===== src/rtl/plab5_mcore_proc_resp_sec_buf.sv =====
// plab5_mcore_proc_resp_sec_buf
//
// Security-tagged response buffer between the network response port and the
// processor response access-control stage. Every accepted response is stored
// together with the 1-bit security level of its source. The head entry's
// message and level are presented from registered state, so the level seen
// by access control never comes live from the network (unless the bypass
// build option is compiled in).
//
// Optional feature macro: PLAB5_PROC_RESP_SEC_BUF_BYPASS_EN
//   defined   : an empty buffer forwards net_resp_* to acc_resp_*
//               combinationally; if acc_resp_rdy is also high, the response
//               passes straight through without being written.
//   undefined : no combinational path from net_resp_* to acc_resp_*.
//
// Handshake: a transfer on a port happens in a cycle where both val and rdy
// are high at the rising clock edge. val, once high, is held with stable
// payload until the transfer happens (or reset asserts). net_resp_rdy depends
// only on registered occupancy.
//
// Ports:
//   clk           clock, rising edge
//   reset         asynchronous, active-low reset
//   net_resp_*    val/rdy/msg/sec from the network
//   acc_resp_*    val/rdy/msg/sec toward access control (head entry)
//   num_free      number of free entries, 0..p_num_entries

module plab5_mcore_proc_resp_sec_buf #(
  parameter  int p_opaque_nbits = 8,
  parameter  int p_addr_nbits   = 32,
  parameter  int p_data_nbits   = 32,
  parameter  int p_num_entries  = 2,
  // Mem response message: type(3) + opaque + test(2) + len + data
  localparam int resp_nbits     = 3 + p_opaque_nbits + 2
                                  + $clog2(p_data_nbits / 8) + p_data_nbits,
  localparam int ptr_nbits      = $clog2(p_num_entries),
  localparam int cnt_nbits      = $clog2(p_num_entries) + 1
) (
  input  logic                  clk,
  input  logic                  reset,

  input  logic                  net_resp_val,
  output logic                  net_resp_rdy,
  input  logic [resp_nbits-1:0] net_resp_msg,
  input  logic                  net_resp_sec,

  output logic                  acc_resp_val,
  input  logic                  acc_resp_rdy,
  output logic [resp_nbits-1:0] acc_resp_msg,
  output logic                  acc_resp_sec,

  output logic [cnt_nbits-1:0]  num_free
);

  // Address width is carried only for uniformity with the other mem ports;
  // it takes part in the configuration sanity check below.
  if (p_num_entries < 2 || (p_num_entries & (p_num_entries - 1)) != 0
      || p_addr_nbits < 1) begin : g_bad_cfg
    $error("plab5_mcore_proc_resp_sec_buf: bad parameter configuration");
  end

  localparam logic [cnt_nbits-1:0] full_count = cnt_nbits'(p_num_entries);

  logic [resp_nbits-1:0] msg_q [p_num_entries];
  logic                  sec_q [p_num_entries];

  logic [ptr_nbits-1:0]  enq_ptr_q, enq_ptr_d;
  logic [ptr_nbits-1:0]  deq_ptr_q, deq_ptr_d;
  logic [cnt_nbits-1:0]  count_q,   count_d;

  logic empty;
  logic enq_fire;   // network handshake completes
  logic deq_fire;   // access-control handshake completes
  logic bypass;     // response passes through an empty buffer unstored
  logic do_write;   // store into the array
  logic do_pop;     // retire a stored entry

  assign empty        = (count_q == '0);
  assign net_resp_rdy = (count_q != full_count);
  assign num_free     = full_count - count_q;

  // Head presentation. With bypass compiled in, an empty buffer shows the
  // network side directly; otherwise an empty buffer drives zeros rather
  // than stale array contents.
  always_comb begin
    bypass       = 1'b0;
    acc_resp_val = !empty;
    acc_resp_msg = '0;
    acc_resp_sec = 1'b0;
    if (!empty) begin
      acc_resp_msg = msg_q[deq_ptr_q];
      acc_resp_sec = sec_q[deq_ptr_q];
    end
`ifdef PLAB5_PROC_RESP_SEC_BUF_BYPASS_EN
    else begin
      acc_resp_val = net_resp_val;
      acc_resp_msg = net_resp_msg;
      acc_resp_sec = net_resp_sec;
      bypass       = net_resp_val && acc_resp_rdy;
    end
`endif
  end

  assign enq_fire = net_resp_val && net_resp_rdy;
  assign deq_fire = acc_resp_val && acc_resp_rdy;
  assign do_write = enq_fire && !bypass;
  // A bypassed transfer satisfies deq_fire but never touched the array.
  assign do_pop   = deq_fire && !empty;

  always_comb begin
    enq_ptr_d = enq_ptr_q;
    deq_ptr_d = deq_ptr_q;
    count_d   = count_q;
    if (do_write) enq_ptr_d = enq_ptr_q + 1'b1;  // power-of-two depth wraps
    if (do_pop)   deq_ptr_d = deq_ptr_q + 1'b1;
    if (do_write && !do_pop)      count_d = count_q + 1'b1;
    else if (!do_write && do_pop) count_d = count_q - 1'b1;
  end

  always_ff @(posedge clk or negedge reset) begin
    if (!reset) begin
      enq_ptr_q <= '0;
      deq_ptr_q <= '0;
      count_q   <= '0;
    end else begin
      enq_ptr_q <= enq_ptr_d;
      deq_ptr_q <= deq_ptr_d;
      count_q   <= count_d;
    end
  end

  // Storage is not reset: an entry is only observable once count covers it.
  always_ff @(posedge clk) begin
    if (do_write) begin
      msg_q[enq_ptr_q] <= net_resp_msg;
      sec_q[enq_ptr_q] <= net_resp_sec;
    end
  end

endmodule


===== config.mk =====
export PLATFORM = sky130hd
export DESIGN_NAME = plab5_mcore_proc_resp_sec_buf
export DESIGN_NICKNAME = d
export VERILOG_FILES = /design/src/rtl/plab5_mcore_proc_resp_sec_buf.sv
export SDC_FILE = /design/constraint.sdc
export NUM_CORES = 1
export LEC_CHECK = 0
export CORE_UTILIZATION = 48
export DETAILED_ROUTE_END_ITERATION = 8
export PLACE_DENSITY = 0.79
export SYNTH_ARGS = -nofsm -noshare
export SYNTH_HDL_FRONTEND = slang
export SYNTH_SLANG_ARGS = --single-unit

===== constraint.sdc =====
create_clock -name clk -period 4.6 [get_ports clk]
set_clock_uncertainty 0.1 [all_clocks]
set_input_delay 0.92 -clock clk [delete_from_list [all_inputs] [get_ports clk]]
set_output_delay 0.92 -clock clk [all_outputs]
set_load 0.1 [all_outputs]

==> results of run 1 <==
[cells in the mapped netlist]
cell                       instances  area (um2)
sky130_fd_sc_hd__edfxtp_1         96        2880
sky130_fd_sc_hd__nor2_1           49         184
sky130_fd_sc_hd__mux2i_1          48         480
sky130_fd_sc_hd__inv_1             5        18.8
sky130_fd_sc_hd__buf_4             4        30.0
sky130_fd_sc_hd__dfrtp_1           4         100
sky130_fd_sc_hd__buf_2             3        15.0
sky130_fd_sc_hd__ha_1              3        37.5
sky130_fd_sc_hd__xnor2_1           3        26.3
sky130_fd_sc_hd__clkbuf_1          2        7.51
sky130_fd_sc_hd__nor2b_1           2        12.5
sky130_fd_sc_hd__xor2_1            2        17.5
sky130_fd_sc_hd__and2_1            1        6.26
sky130_fd_sc_hd__buf_12            1        20.0
sky130_fd_sc_hd__buf_6             1        11.3
sky130_fd_sc_hd__buf_8             1        15.0
sky130_fd_sc_hd__nand2_1           1        3.75
[worst max-delay path by stage]
stage / slack, ns / from / cells past startpoint / endpoint
after floorplan: 0.70 / net_resp_val / 2 / msg_q[0][0]$_DFFE_PP_
after global placement: 1.21 / deq_ptr_q$_DFFE_PN0P_ / 3 / acc_resp_msg[10]
after detailed placement: 1.19 / deq_ptr_q$_DFFE_PN0P_ / 3 / acc_resp_msg[15]
after CTS: 0.79 / deq_ptr_q$_DFFE_PN0P_ / 3 / acc_resp_msg[15]
after global routing: 0.69 / deq_ptr_q$_DFFE_PN0P_ / 3 / acc_resp_msg[10]
final: 0.85 / deq_ptr_q$_DFFE_PN0P_ / 3 / acc_resp_msg[10]
[through the flow]
step / cells / setup WS [ns] / hold WS [ns]
floorplan: 226 / 0.697 / 0.355
global placement: 424 / 1.21 / 0.422
detailed placement: 424 / 1.19 / 0.437
CTS: 440 / 0.789 / 0.451
global route: 440 / 0.694 / 0.470
finish: 440 / 0.847 / 0.450
[kinds of logic after synthesis]
family,Yosys count,share of synthesized area
adders and majority gates,3,0.00970
DFF,100,0.771
buffers and inverters,17,0.0304
xor gates and xnor gates,5,0.0113
and+or+nand+nor,53,0.0534
muxes,48,0.124
[layer usage]
layer	GRT usage	vias up	routed length [um]
met2	0.267	78	3160
met3	0.0390	10	335
met5	0	-	0
met1	0.204	1029	2790
li1	-	1030	-
met4	0.0729	0	118
[sequential cells by signal, indices dropped and copies added, names as in the netlist]
register,cells
sec_q,2
deq_ptr_q,1
msg_q,94
enq_ptr_q,1
count_q,2
[area by class of cell]
cell class / instances / area share
well taps: 102 / 0.0248
multi-input cells: 109 / 0.151
clock buffers: 9 / 0.0241
flip-flops and latches: 100 / 0.579
clock inverters: 7 / 0.0219
inverters: 5 / 0.00364
repair buffers: 108 / 0.195
==> impl_results.html, run 1 <==
<table>
<tr><th>Metric</th><th>Value</th></tr>
<tr><th colspan="2">Run status</th></tr>
<tr><td>Status</td><td>completed</td></tr>
<tr><th colspan="2">Finish</th></tr>
<tr><td>Ant diodes</td><td>0</td></tr>
<tr><td>Post-Route Utilization</td><td>0.663</td></tr>
<tr><td>Area of the multi-input gates</td><td>about 800 um2</td></tr>
<tr><td>Most common cell after layout, fill and taps aside</td><td>sky130_fd_sc_hd__edfxtp_1</td></tr>
<tr><td>Area added between synthesis and finish</td><td>33.1%</td></tr>
<tr><td>Commonest cells after routing, fill and taps aside</td><td>sky130_fd_sc_hd__edfxtp_1, sky130_fd_sc_hd__clkdlybuf4s50_1, sky130_fd_sc_hd__nor2_1</td></tr>
<tr><td>Share of post-route cells with drive strength above 1</td><td>0.148</td></tr>
<tr><td># nets final</td><td>388</td></tr>
<tr><td>Layout filler cell count</td><td>between 500 and 600</td></tr>
<tr><td>Sequential standard cell area</td><td>a little under 3000 um2</td></tr>
<tr><td>Final instance area</td><td>5150 um2</td></tr>
<tr><th colspan="2">Route</th></tr>
<tr><td>Total wirelength of the detailed-routed design</td><td>6400 um</td></tr>
<tr><td>DR DRC count</td><td>0</td></tr>
<tr><td>Number of nets with antenna violations after detailed routing</td><td>0</td></tr>
<tr><td>Via-to-Cell Ratio</td><td>between 4 and 5</td></tr>
<tr><td>Vias after detailed routing</td><td>about 2100</td></tr>
<tr><td>Number of DRC markers after the initial detailed-route iteration</td><td>72</td></tr>
<tr><td>1st-pass router iterations</td><td>4</td></tr>
<tr><td>Average wire length per cell after detail routing</td><td>about 15 um</td></tr>
<tr><th colspan="2">Floorplan</th></tr>
<tr><td>Die outline height</td><td>~90 um</td></tr>
<tr><td>Core Area</td><td>7770 um2</td></tr>
<tr><td>I/O pin cnt</td><td>104</td></tr>
<tr><td>Row count</td><td>32</td></tr>
<tr><td>Initial core utilization</td><td>0.498</td></tr>
<tr><td>Die Wd</td><td>about 92 um</td></tr>
<tr><td>Total Die Area</td><td>8420 um2</td></tr>
<tr><th colspan="2">Synth</th></tr>
<tr><td>Number of unique standard cell types used by synthesis</td><td>17</td></tr>
<tr><td>Flops &amp; latches, synth</td><td>100</td></tr>
<tr><td>Post-Syn Area per Cell</td><td>17.1 um2</td></tr>
<tr><td>Net count of the mapped netlist</td><td>~280</td></tr>
<tr><td>Warnings from Yosys</td><td>0</td></tr>
<tr><td>Sequential fraction of the synthesis area</td><td>0.771</td></tr>
<tr><td>Cell area after synthesis</td><td>3870 um2</td></tr>
<tr><td>Number of standard cells after synthesis</td><td>226</td></tr>
<tr><th colspan="2">STA</th></tr>
<tr><td>Setup repair after global routing missed its margin</td><td>no</td></tr>
<tr><td>Shortest clock period the worst path allows after layout</td><td>3.75 ns</td></tr>
<tr><td>Achievable Freq</td><td>~270 MHz</td></tr>
<tr><td>Normalized max-slew margin</td><td>0.342</td></tr>
<tr><td>Transition time at the pin with the least slew margin</td><td>just under 1 ns</td></tr>
<tr><td>Setup_tns</td><td>0 ns</td></tr>
<tr><td>Slew Limit Fails</td><td>0</td></tr>
<tr><td>Number of hold violations in the final report</td><td>0</td></tr>
<tr><td>Share of the clock period used by the worst path after layout</td><td>0.816</td></tr>
<tr><td>Setup-failing EPs final</td><td>0</td></tr>
<tr><th colspan="2">Clocking</th></tr>
<tr><td>Resized cells post-CTS</td><td>0</td></tr>
<tr><td>CTS clock-pin slew for the worst setup and hold paths</td><td>~0.090 ns</td></tr>
<tr><td>Number of CTS-inserted buffers</td><td>9</td></tr>
<tr><td>Root buffer cell</td><td>sky130_fd_sc_hd__clkbuf_8</td></tr>
<tr><td>Clock insertion delay at the later pin of the skew report</td><td>0.34 ns</td></tr>
<tr><td>CTS H-Tree Depth</td><td>3</td></tr>
<tr><td>TritonCTS clock tree</td><td>built</td></tr>
<tr><td>Num Clock Sinks</td><td>100</td></tr>
<tr><td>CTS max path bufs</td><td>2</td></tr>
<tr><td>Cts-stage hold buffer count</td><td>0</td></tr>
<tr><td>Postcts setup bufs</td><td>0</td></tr>
<tr><th colspan="2">GRT</th></tr>
<tr><td>Via count of the first global-routing pass</td><td>~2100</td></tr>
<tr><td>Overall track demand over capacity in global routing</td><td>0.162</td></tr>
<tr><td>Grt ovf</td><td>0</td></tr>
<tr><td>Largest net degree at the start of global routing</td><td>36</td></tr>
<tr><td>Number of antenna violations at the first check in global routing</td><td>0</td></tr>
<tr><td>Wire length of the first global-routing pass</td><td>~10000 um</td></tr>
<tr><th colspan="2">Worst setup path</th></tr>
<tr><td>Critical path buffer and inverter count</td><td>1</td></tr>
<tr><td>Stage delay of the slowest cell on the critical path</td><td>~1.2 ns</td></tr>
<tr><td>CP cell instances</td><td>mux2i_1, nor2_1, clkdlybuf4s50_1</td></tr>
<tr><td>Crit Path Class</td><td>reg2out</td></tr>
<tr><td>Number of cell instances on the worst register-to-register path</td><td>5</td></tr>
<tr><td>Flop-to-flop setup slack</td><td>2.16 ns</td></tr>
<tr><td>Startpoint types</td><td>flop</td></tr>
<tr><td>Worst r2r src</td><td>count_q[0]$_DFFE_PN0P_</td></tr>
<tr><td>Worst R2R End</td><td>msg_q[1][16]$_DFFE_PP_</td></tr>
<tr><td>Arrival @ worst endpoint</td><td>between 2 and 3 ns</td></tr>
<tr><td>Required arrival time at the worst endpoint</td><td>around 3.6 ns</td></tr>
<tr><td>Top cell family by delay on the critical path</td><td>buffers and inverters</td></tr>
<tr><td>Cell with the largest stage delay on the worst path</td><td>sky130_fd_sc_hd__clkdlybuf4s50_1</td></tr>
<tr><td>Crit path capture type</td><td>output port</td></tr>
<tr><td>Crit-path max FO</td><td>29</td></tr>
<tr><th colspan="2">Placement</th></tr>
<tr><td>Detailed Place HPWL</td><td>4310 um</td></tr>
<tr><td>Routability-driven placement congestion ratio</td><td>about 0.68</td></tr>
<tr><td>Instance area after placement</td><td>about 4900 um2</td></tr>
<tr><td>Count of buffers from port buffering</td><td>approximately 100</td></tr>
<tr><th colspan="2">Worst hold path</th></tr>
<tr><td>Path class of the lowest-slack min-delay path</td><td>reg2reg</td></tr>
<tr><td>Hold path cells</td><td>1</td></tr>
<tr><td>Beginning of the worst hold path</td><td>enq_ptr_q$_DFFE_PN0P_</td></tr>
<tr><td>Terminating pin of the worst hold path</td><td>enq_ptr_q$_DFFE_PN0P_</td></tr>
<tr><th colspan="2">Flow run</th></tr>
<tr><td>Max-cap viol count</td><td>0</td></tr>
</table>
Power of run 1 is not shown: default switching activity piles up to over one toggle a cycle in this logic, so the estimate is an artifact.
==> run 2: changes to the inputs <==
Clock period 4.6 ns to 3.95 ns, I/O delays scaled along.
==> run 2 against run 1 <==
  * Final cell count shrank 0.45%
  * Sequential share of layout area grew 0.53 points
  * Global-route usage grew 0.26 points
  * Routed wire length grew 2.5%
  * Non-clock buffer count shrank 2
  * Critical path depth grew 1
  * Critical endpoint is now acc_resp_msg[6]
  * Highest routed layer unchanged
==> impl_results.html, run 2 (same netlist as run 1, synthesis figures left out) <==
<table>
<tr><th>Metric</th><th>Value</th></tr>
<tr><th colspan="2">Route</th></tr>
<tr><td>Total wirelength of the detailed-routed design</td><td>6560 um</td></tr>
<tr><td>Number of nets with antenna violations after detailed routing</td><td>0</td></tr>
<tr><td>1st-pass router iterations</td><td>4</td></tr>
<tr><td>Number of DRC markers after the initial detailed-route iteration</td><td>91</td></tr>
<tr><td>DR DRC count</td><td>0</td></tr>
<tr><td>Average wire length per cell after detail routing</td><td>~15 um</td></tr>
<tr><td>Vias after detailed routing</td><td>between 2000 and 2500</td></tr>
<tr><td>Via-to-Cell Ratio</td><td>4.97</td></tr>
<tr><th colspan="2">Finish</th></tr>
<tr><td>Max reg flops</td><td>94</td></tr>
<tr><td>Ant diodes</td><td>0</td></tr>
<tr><td>Area added between synthesis and finish</td><td>31.9%</td></tr>
<tr><td>Most common cell after layout, fill and taps aside</td><td>sky130_fd_sc_hd__edfxtp_1</td></tr>
<tr><td>Largest register by flop count</td><td>msg_q</td></tr>
<tr><td>Commonest cells after routing, fill and taps aside</td><td>sky130_fd_sc_hd__edfxtp_1, sky130_fd_sc_hd__clkdlybuf4s50_1, sky130_fd_sc_hd__buf_4</td></tr>
<tr><td>Registers with the highest flip-flop counts</td><td>msg_q (94), count_q (2), sec_q (2)</td></tr>
<tr><td>Share of post-route cells with drive strength above 1</td><td>0.220</td></tr>
<tr><td>Layout filler cell count</td><td>just under 600</td></tr>
<tr><td>Post-Route Utilization</td><td>0.657</td></tr>
<tr><td># nets final</td><td>386</td></tr>
<tr><th colspan="2">GRT</th></tr>
<tr><td>Largest net degree at the start of global routing</td><td>50</td></tr>
<tr><td>Met3 Track Usage GR</td><td>0.0323</td></tr>
<tr><td>Grt ovf</td><td>0</td></tr>
<tr><td>GR peak layer</td><td>met2</td></tr>
<tr><td>Via count of the first global-routing pass</td><td>~2100</td></tr>
<tr><td>Met2 GRT Util</td><td>0.274</td></tr>
<tr><td>Wire length of the first global-routing pass</td><td>approximately 10000 um</td></tr>
<tr><td>Overall track demand over capacity in global routing</td><td>0.164</td></tr>
<tr><td>Met1 track demand over resource in global routing</td><td>0.216</td></tr>
<tr><td>Number of antenna violations at the first check in global routing</td><td>0</td></tr>
<tr><th colspan="2">Floorplan</th></tr>
<tr><td>Total Die Area</td><td>around 8400 um2</td></tr>
<tr><td>Die Wd</td><td>91.8 um</td></tr>
<tr><td>Die outline height</td><td>~92 um</td></tr>
<tr><td>Core Area</td><td>approximately 7800 um2</td></tr>
<tr><td>Row count</td><td>32</td></tr>
<tr><td>I/O pin cnt</td><td>around 100</td></tr>
<tr><td>Initial core utilization</td><td>0.498</td></tr>
<tr><th colspan="2">Worst hold path</th></tr>
<tr><td>Hold path cells</td><td>1</td></tr>
<tr><td>Path class of the lowest-slack min-delay path</td><td>reg2reg</td></tr>
<tr><td>Beginning of the worst hold path</td><td>enq_ptr_q$_DFFE_PN0P_</td></tr>
<tr><td>Terminating pin of the worst hold path</td><td>enq_ptr_q$_DFFE_PN0P_</td></tr>
<tr><th colspan="2">Worst setup path</th></tr>
<tr><td>Arrival @ worst endpoint</td><td>around 2.2 ns</td></tr>
<tr><td>Flop-to-flop setup slack</td><td>1.54 ns</td></tr>
<tr><td>Startpoint types</td><td>flop</td></tr>
<tr><td>Critical path buffer and inverter count</td><td>2</td></tr>
<tr><td>Required arrival time at the worst endpoint</td><td>roughly 3.1 ns</td></tr>
<tr><td>Crit path capture type</td><td>output port</td></tr>
<tr><td>Stage delay of the slowest cell on the critical path</td><td>0.78 ns</td></tr>
<tr><td>Number of cell instances on the worst register-to-register path</td><td>5</td></tr>
<tr><td>CP cell instances</td><td>inv_1, ha_2, nor2_1, buf_4</td></tr>
<tr><td>Cell with the largest stage delay on the worst path</td><td>sky130_fd_sc_hd__ha_2</td></tr>
<tr><td>Crit Path Class</td><td>reg2out</td></tr>
<tr><td>Top cell family by delay on the critical path</td><td>adder cells</td></tr>
<tr><td>Worst r2r src</td><td>count_q[0]$_DFFE_PN0P_</td></tr>
<tr><td>Crit-path max FO</td><td>between 40 and 50</td></tr>
<tr><td>Worst R2R End</td><td>msg_q[0][10]$_DFFE_PP_</td></tr>
<tr><th colspan="2">Placement</th></tr>
<tr><td>Count of buffers from port buffering</td><td>103</td></tr>
<tr><td>Detailed Place HPWL</td><td>roughly 4300 um</td></tr>
<tr><td>Routability-driven placement congestion ratio</td><td>just under 0.7</td></tr>
<tr><th colspan="2">Clocking</th></tr>
<tr><td>CTS H-Tree Depth</td><td>3</td></tr>
<tr><td>Cts-stage hold buffer count</td><td>0</td></tr>
<tr><td>Resized cells post-CTS</td><td>0</td></tr>
<tr><td>Root buffer cell</td><td>sky130_fd_sc_hd__clkbuf_8</td></tr>
<tr><td>Clock insertion delay at the later pin of the skew report</td><td>between 0.3 and 0.4 ns</td></tr>
<tr><td>Number of CTS-inserted buffers</td><td>9</td></tr>
<tr><td>CTS clock-pin slew for the worst setup and hold paths</td><td>around 0.1 ns</td></tr>
<tr><td>CTS max path bufs</td><td>2</td></tr>
<tr><td>Num Clock Sinks</td><td>100</td></tr>
<tr><td>Postcts setup bufs</td><td>0</td></tr>
<tr><td>TritonCTS clock tree</td><td>built</td></tr>
<tr><th colspan="2">STA</th></tr>
<tr><td>Setup_tns</td><td>0 ns</td></tr>
<tr><td>Achievable Freq</td><td>about 330 MHz</td></tr>
<tr><td>Shortest clock period the worst path allows after layout</td><td>~3.0 ns</td></tr>
<tr><td>Transition time at the pin with the least slew margin</td><td>about 1 ns</td></tr>
<tr><td>Setup-failing EPs final</td><td>0</td></tr>
<tr><td>Number of hold violations in the final report</td><td>0</td></tr>
<tr><td>Setup repair after global routing missed its margin</td><td>no</td></tr>
<tr><td>Normalized max-slew margin</td><td>0.338</td></tr>
<tr><td>Share of the clock period used by the worst path after layout</td><td>0.771</td></tr>
<tr><td>Slew Limit Fails</td><td>0</td></tr>
<tr><th colspan="2">Run status</th></tr>
<tr><td>Status</td><td>completed</td></tr>
<tr><th colspan="2">Flow run</th></tr>
<tr><td>Max-cap viol count</td><td>0</td></tr>
</table>
[run 2: cell count changes in the layout (fill, tap and decap cells not counted), sizes merged]
cell,delta
bufinv,-1
clkinv,-1
clkdlybuf4s50,-25
buf,+23
inv,+2
[run 2: worst max path at each step]
stage,startpoint,to,slack [ns],cells past startpoint
floorplan,net_resp_val,msg_q[0][0]$_DFFE_PP_,0.18,2
global placement,net_resp_val,msg_q[0][15]$_DFFE_PP_,1.04,4
detailed placement,net_resp_val,msg_q[0][15]$_DFFE_PP_,1.01,4
CTS,count_q[0]$_DFFE_PN0P_,acc_resp_msg[6],0.87,4
global route,count_q[0]$_DFFE_PN0P_,acc_resp_val,0.67,4
finish,count_q[0]$_DFFE_PN0P_,acc_resp_msg[6],0.91,4
[run 2: routing by layer]
metal  vias to the layer above  share of wire
li1                       1031              -
met1                      1051           0.45
met2                        85           0.49
met3                         8          0.056
met4                         0          0.012
met5                         -              0
[run 2: stage by stage]
| stage | instance area [um2] | hold WS (ns) | setup WS (ns) | std cells |
|---|---|---|---|---|
| after global routing | 5100 | 0.476 | 0.672 | 438 |
| after floorplan | 3870 | 0.355 | 0.177 | 226 |
| after detailed placement | 4870 | 0.439 | 1.01 | 422 |
| after global placement | 4870 | 0.427 | 1.04 | 422 |
| after CTS | 5100 | 0.455 | 0.866 | 438 |
| final | 5100 | 0.457 | 0.906 | 438 |
[run 2: final cells by class]
| cell class | count | area [um2] | share of cell area |
|---|---|---|---|
| clock buffer | 9 | 124 | 0.0243 |
| clock inverter | 7 | 106 | 0.0208 |
| inverter | 5 | 18.8 | 0.00368 |
| multi-input combinational | 109 | 779 | 0.153 |
| sequential | 100 | 2980 | 0.585 |
| tap | 102 | 128 | 0.0250 |
| timing repair buffer | 106 | 963 | 0.189 |
Power of run 2 is left out for the same reason.
==> run 3: changes to the inputs <==
Clock period 3.95 ns to 2.9 ns, I/O delays scaled along.
==> run 3 against run 2 <==
  * Critical path depth did not move
  * Critical endpoint is now acc_resp_msg[38]
  * Critical path type unchanged
  * Hold slack worse by 0.13 ns
  * Via count down 2.0%
==> impl_results.html, run 3 (same netlist as run 1, synthesis figures left out) <==
<table>
<tr><th>Metric</th><th>Value</th></tr>
<tr><th colspan="2">STA</th></tr>
<tr><td>Setup-failing EPs final</td><td>0</td></tr>
<tr><td>Normalized max-slew margin</td><td>0.698</td></tr>
<tr><td>Setup repair after global routing missed its margin</td><td>no</td></tr>
<tr><td>Achievable Freq</td><td>roughly 400 MHz</td></tr>
<tr><td>Slew Limit Fails</td><td>0</td></tr>
<tr><td>Transition time at the pin with the least slew margin</td><td>approximately 0.45 ns</td></tr>
<tr><td>Shortest clock period the worst path allows after layout</td><td>about 2.6 ns</td></tr>
<tr><td>Number of hold violations in the final report</td><td>0</td></tr>
<tr><td>Share of the clock period used by the worst path after layout</td><td>0.887</td></tr>
<tr><th colspan="2">Worst setup path</th></tr>
<tr><td>Arrival @ worst endpoint</td><td>between 1.5 and 2 ns</td></tr>
<tr><td>CP cell instances</td><td>buf_12, mux2i_1, nor2_1, buf_12</td></tr>
<tr><td>Crit-path max FO</td><td>26</td></tr>
<tr><td>Required arrival time at the worst endpoint</td><td>~2.2 ns</td></tr>
<tr><td>Crit path capture type</td><td>output port</td></tr>
<tr><td>Most common cell type on the critical path</td><td>sky130_fd_sc_hd__buf_12</td></tr>
<tr><td>Top cell family by delay on the critical path</td><td>flip-flops</td></tr>
<tr><td>Cell with the largest stage delay on the worst path</td><td>sky130_fd_sc_hd__dfrtp_2</td></tr>
<tr><td>Stage delay of the slowest cell on the critical path</td><td>0.66 ns</td></tr>
<tr><td>Startpoint types</td><td>flop</td></tr>
<tr><td>Critical path buffer and inverter count</td><td>2</td></tr>
<tr><td>Crit Path Class</td><td>reg2out</td></tr>
<tr><th colspan="2">Clocking</th></tr>
<tr><td>CTS clock-pin slew for the worst setup and hold paths</td><td>0.09 ns</td></tr>
<tr><td>TritonCTS clock tree</td><td>built</td></tr>
<tr><td>Number of CTS-inserted buffers</td><td>9</td></tr>
<tr><td>Cts-stage hold buffer count</td><td>0</td></tr>
<tr><td>Postcts setup bufs</td><td>0</td></tr>
<tr><td>Resized cells post-CTS</td><td>0</td></tr>
<tr><td>CTS max path bufs</td><td>2</td></tr>
<tr><td>Root buffer cell</td><td>sky130_fd_sc_hd__clkbuf_8</td></tr>
<tr><td>Num Clock Sinks</td><td>100</td></tr>
<tr><td>CTS H-Tree Depth</td><td>3</td></tr>
<tr><td>Clock insertion delay at the later pin of the skew report</td><td>0.35 ns</td></tr>
<tr><th colspan="2">Route</th></tr>
<tr><td>Via-to-Cell Ratio</td><td>slightly below 5</td></tr>
<tr><td>Number of nets with antenna violations after detailed routing</td><td>0</td></tr>
<tr><td>Average wire length per cell after detail routing</td><td>between 15 and 20 um</td></tr>
<tr><td>Total wirelength of the detailed-routed design</td><td>7150 um</td></tr>
<tr><td>Vias after detailed routing</td><td>about 2100</td></tr>
<tr><td>1st-pass router iterations</td><td>4</td></tr>
<tr><td>DR DRC count</td><td>0</td></tr>
<tr><td>Number of DRC markers after the initial detailed-route iteration</td><td>84</td></tr>
<tr><th colspan="2">Finish</th></tr>
<tr><td>Ant diodes</td><td>0</td></tr>
<tr><td>Post-Route Utilization</td><td>0.730</td></tr>
<tr><td>Registers with the highest flip-flop counts</td><td>msg_q (94), count_q (2), sec_q (2)</td></tr>
<tr><td>Area added between synthesis and finish</td><td>46.6%</td></tr>
<tr><td>Area of the multi-input gates</td><td>around 780 um2</td></tr>
<tr><td>Max reg flops</td><td>94</td></tr>
<tr><td>Largest register by flop count</td><td>msg_q</td></tr>
<tr><td>Layout filler cell count</td><td>between 400 and 500</td></tr>
<tr><td>Most common cell after layout, fill and taps aside</td><td>sky130_fd_sc_hd__edfxtp_1</td></tr>
<tr><td>Share of post-route cells with drive strength above 1</td><td>0.216</td></tr>
<tr><td>Commonest cells after routing, fill and taps aside</td><td>sky130_fd_sc_hd__edfxtp_1, sky130_fd_sc_hd__buf_12, sky130_fd_sc_hd__clkdlybuf4s50_1</td></tr>
<tr><td>Sequential standard cell area</td><td>between 2000 and 3000 um2</td></tr>
<tr><td># nets final</td><td>between 300 and 400</td></tr>
<tr><th colspan="2">Floorplan</th></tr>
<tr><td>Core Area</td><td>~8000 um2</td></tr>
<tr><td>Total Die Area</td><td>8420 um2</td></tr>
<tr><td>Die Wd</td><td>91.8 um</td></tr>
<tr><td>Initial core utilization</td><td>0.498</td></tr>
<tr><td>I/O pin cnt</td><td>104</td></tr>
<tr><td>Die outline height</td><td>roughly 90 um</td></tr>
<tr><td>Row count</td><td>32</td></tr>
<tr><th colspan="2">Placement</th></tr>
<tr><td>Routability-driven placement congestion ratio</td><td>approximately 0.73</td></tr>
<tr><td>Count of buffers from port buffering</td><td>103</td></tr>
<tr><td>Detailed Place HPWL</td><td>slightly below 5000 um</td></tr>
<tr><th colspan="2">Flow run</th></tr>
<tr><td>Max-cap viol count</td><td>0</td></tr>
<tr><th colspan="2">GRT</th></tr>
<tr><td>Largest net degree at the start of global routing</td><td>just under 50</td></tr>
<tr><td>Wire length of the first global-routing pass</td><td>11300 um</td></tr>
<tr><td>Overall track demand over capacity in global routing</td><td>0.181</td></tr>
<tr><td>Grt ovf</td><td>0</td></tr>
<tr><td>Number of antenna violations at the first check in global routing</td><td>0</td></tr>
<tr><td>Via count of the first global-routing pass</td><td>about 2300</td></tr>
<tr><th colspan="2">Worst hold path</th></tr>
<tr><td>Path class of the lowest-slack min-delay path</td><td>in2async</td></tr>
<tr><th colspan="2">Run status</th></tr>
<tr><td>Status</td><td>completed</td></tr>
</table>
==> run 3: stage by stage <==
| step | area [um2] | TNS, ns | instances | hold WS (ns) | worst slack [ns] |
|---|---|---|---|---|---|
| CTS | 5670 | 0 | 440 | 0.320 | 0.311 |
| global route | 5670 | 0 | 440 | 0.319 | 0.244 |
| global placement | 5510 | 0 | 424 | 0.423 | 0.637 |
| floorplan | 3870 | -1.26 | 226 | 0.184 | -0.0629 |
| detailed placement | 5510 | 0 | 424 | 0.448 | 0.547 |
| finish | 5670 | 0 | 440 | 0.326 | 0.329 |
==> run 3: area by class of cell <==
class                      instances  share of cell area
multi-input combinational        109               0.137
sequential                       100               0.526
inverter                           5             0.00331
clock inverter                     4             0.00463
clock buffer                      12              0.0238
tap                              102              0.0225
timing repair buffer             108               0.282
==> run 3: path summary, 6_finish.rpt <==
kind                                        start                     end  slack (ns)  cells past startpoint
max                         deq_ptr_q$_DFFE_PN0P_        acc_resp_msg[38]        0.33                      4
min reg2reg                count_q[0]$_DFFE_PN0P_  count_q[0]$_DFFE_PN0P_        0.46                      1
max in group asynchronous                   reset   deq_ptr_q$_DFFE_PN0P_        2.19                      1
min in group clk           count_q[0]$_DFFE_PN0P_  count_q[0]$_DFFE_PN0P_        0.46                      1
min                                         reset   enq_ptr_q$_DFFE_PN0P_        0.33                      1
max reg2reg                count_q[0]$_DFFE_PN0P_  msg_q[0][32]$_DFFE_PP_        0.87                      5
==> run 3: layer usage <==
metal / vias up / wire, um / global-route usage
met5: - / 0 / 0
met3: 11 / 325 / 0.0373
met1: 1023 / 3150 / 0.238
li1: 1029 / - / -
met4: 0 / 88 / 0.0729
met2: 69 / 3590 / 0.296
==> run 3: worst register-to-register path, cell delays in order, from the launching register on <==
cell and delay, ns:
sky130_fd_sc_hd__dfrtp_1 0.43, sky130_fd_sc_hd__inv_1 0.09, sky130_fd_sc_hd__ha_1 0.23, sky130_fd_sc_hd__nor2b_1 0.30, sky130_fd_sc_hd__nor2b_4 0.26, sky130_fd_sc_hd__buf_12 0.28
Power of run 3 is left out for the same reason.
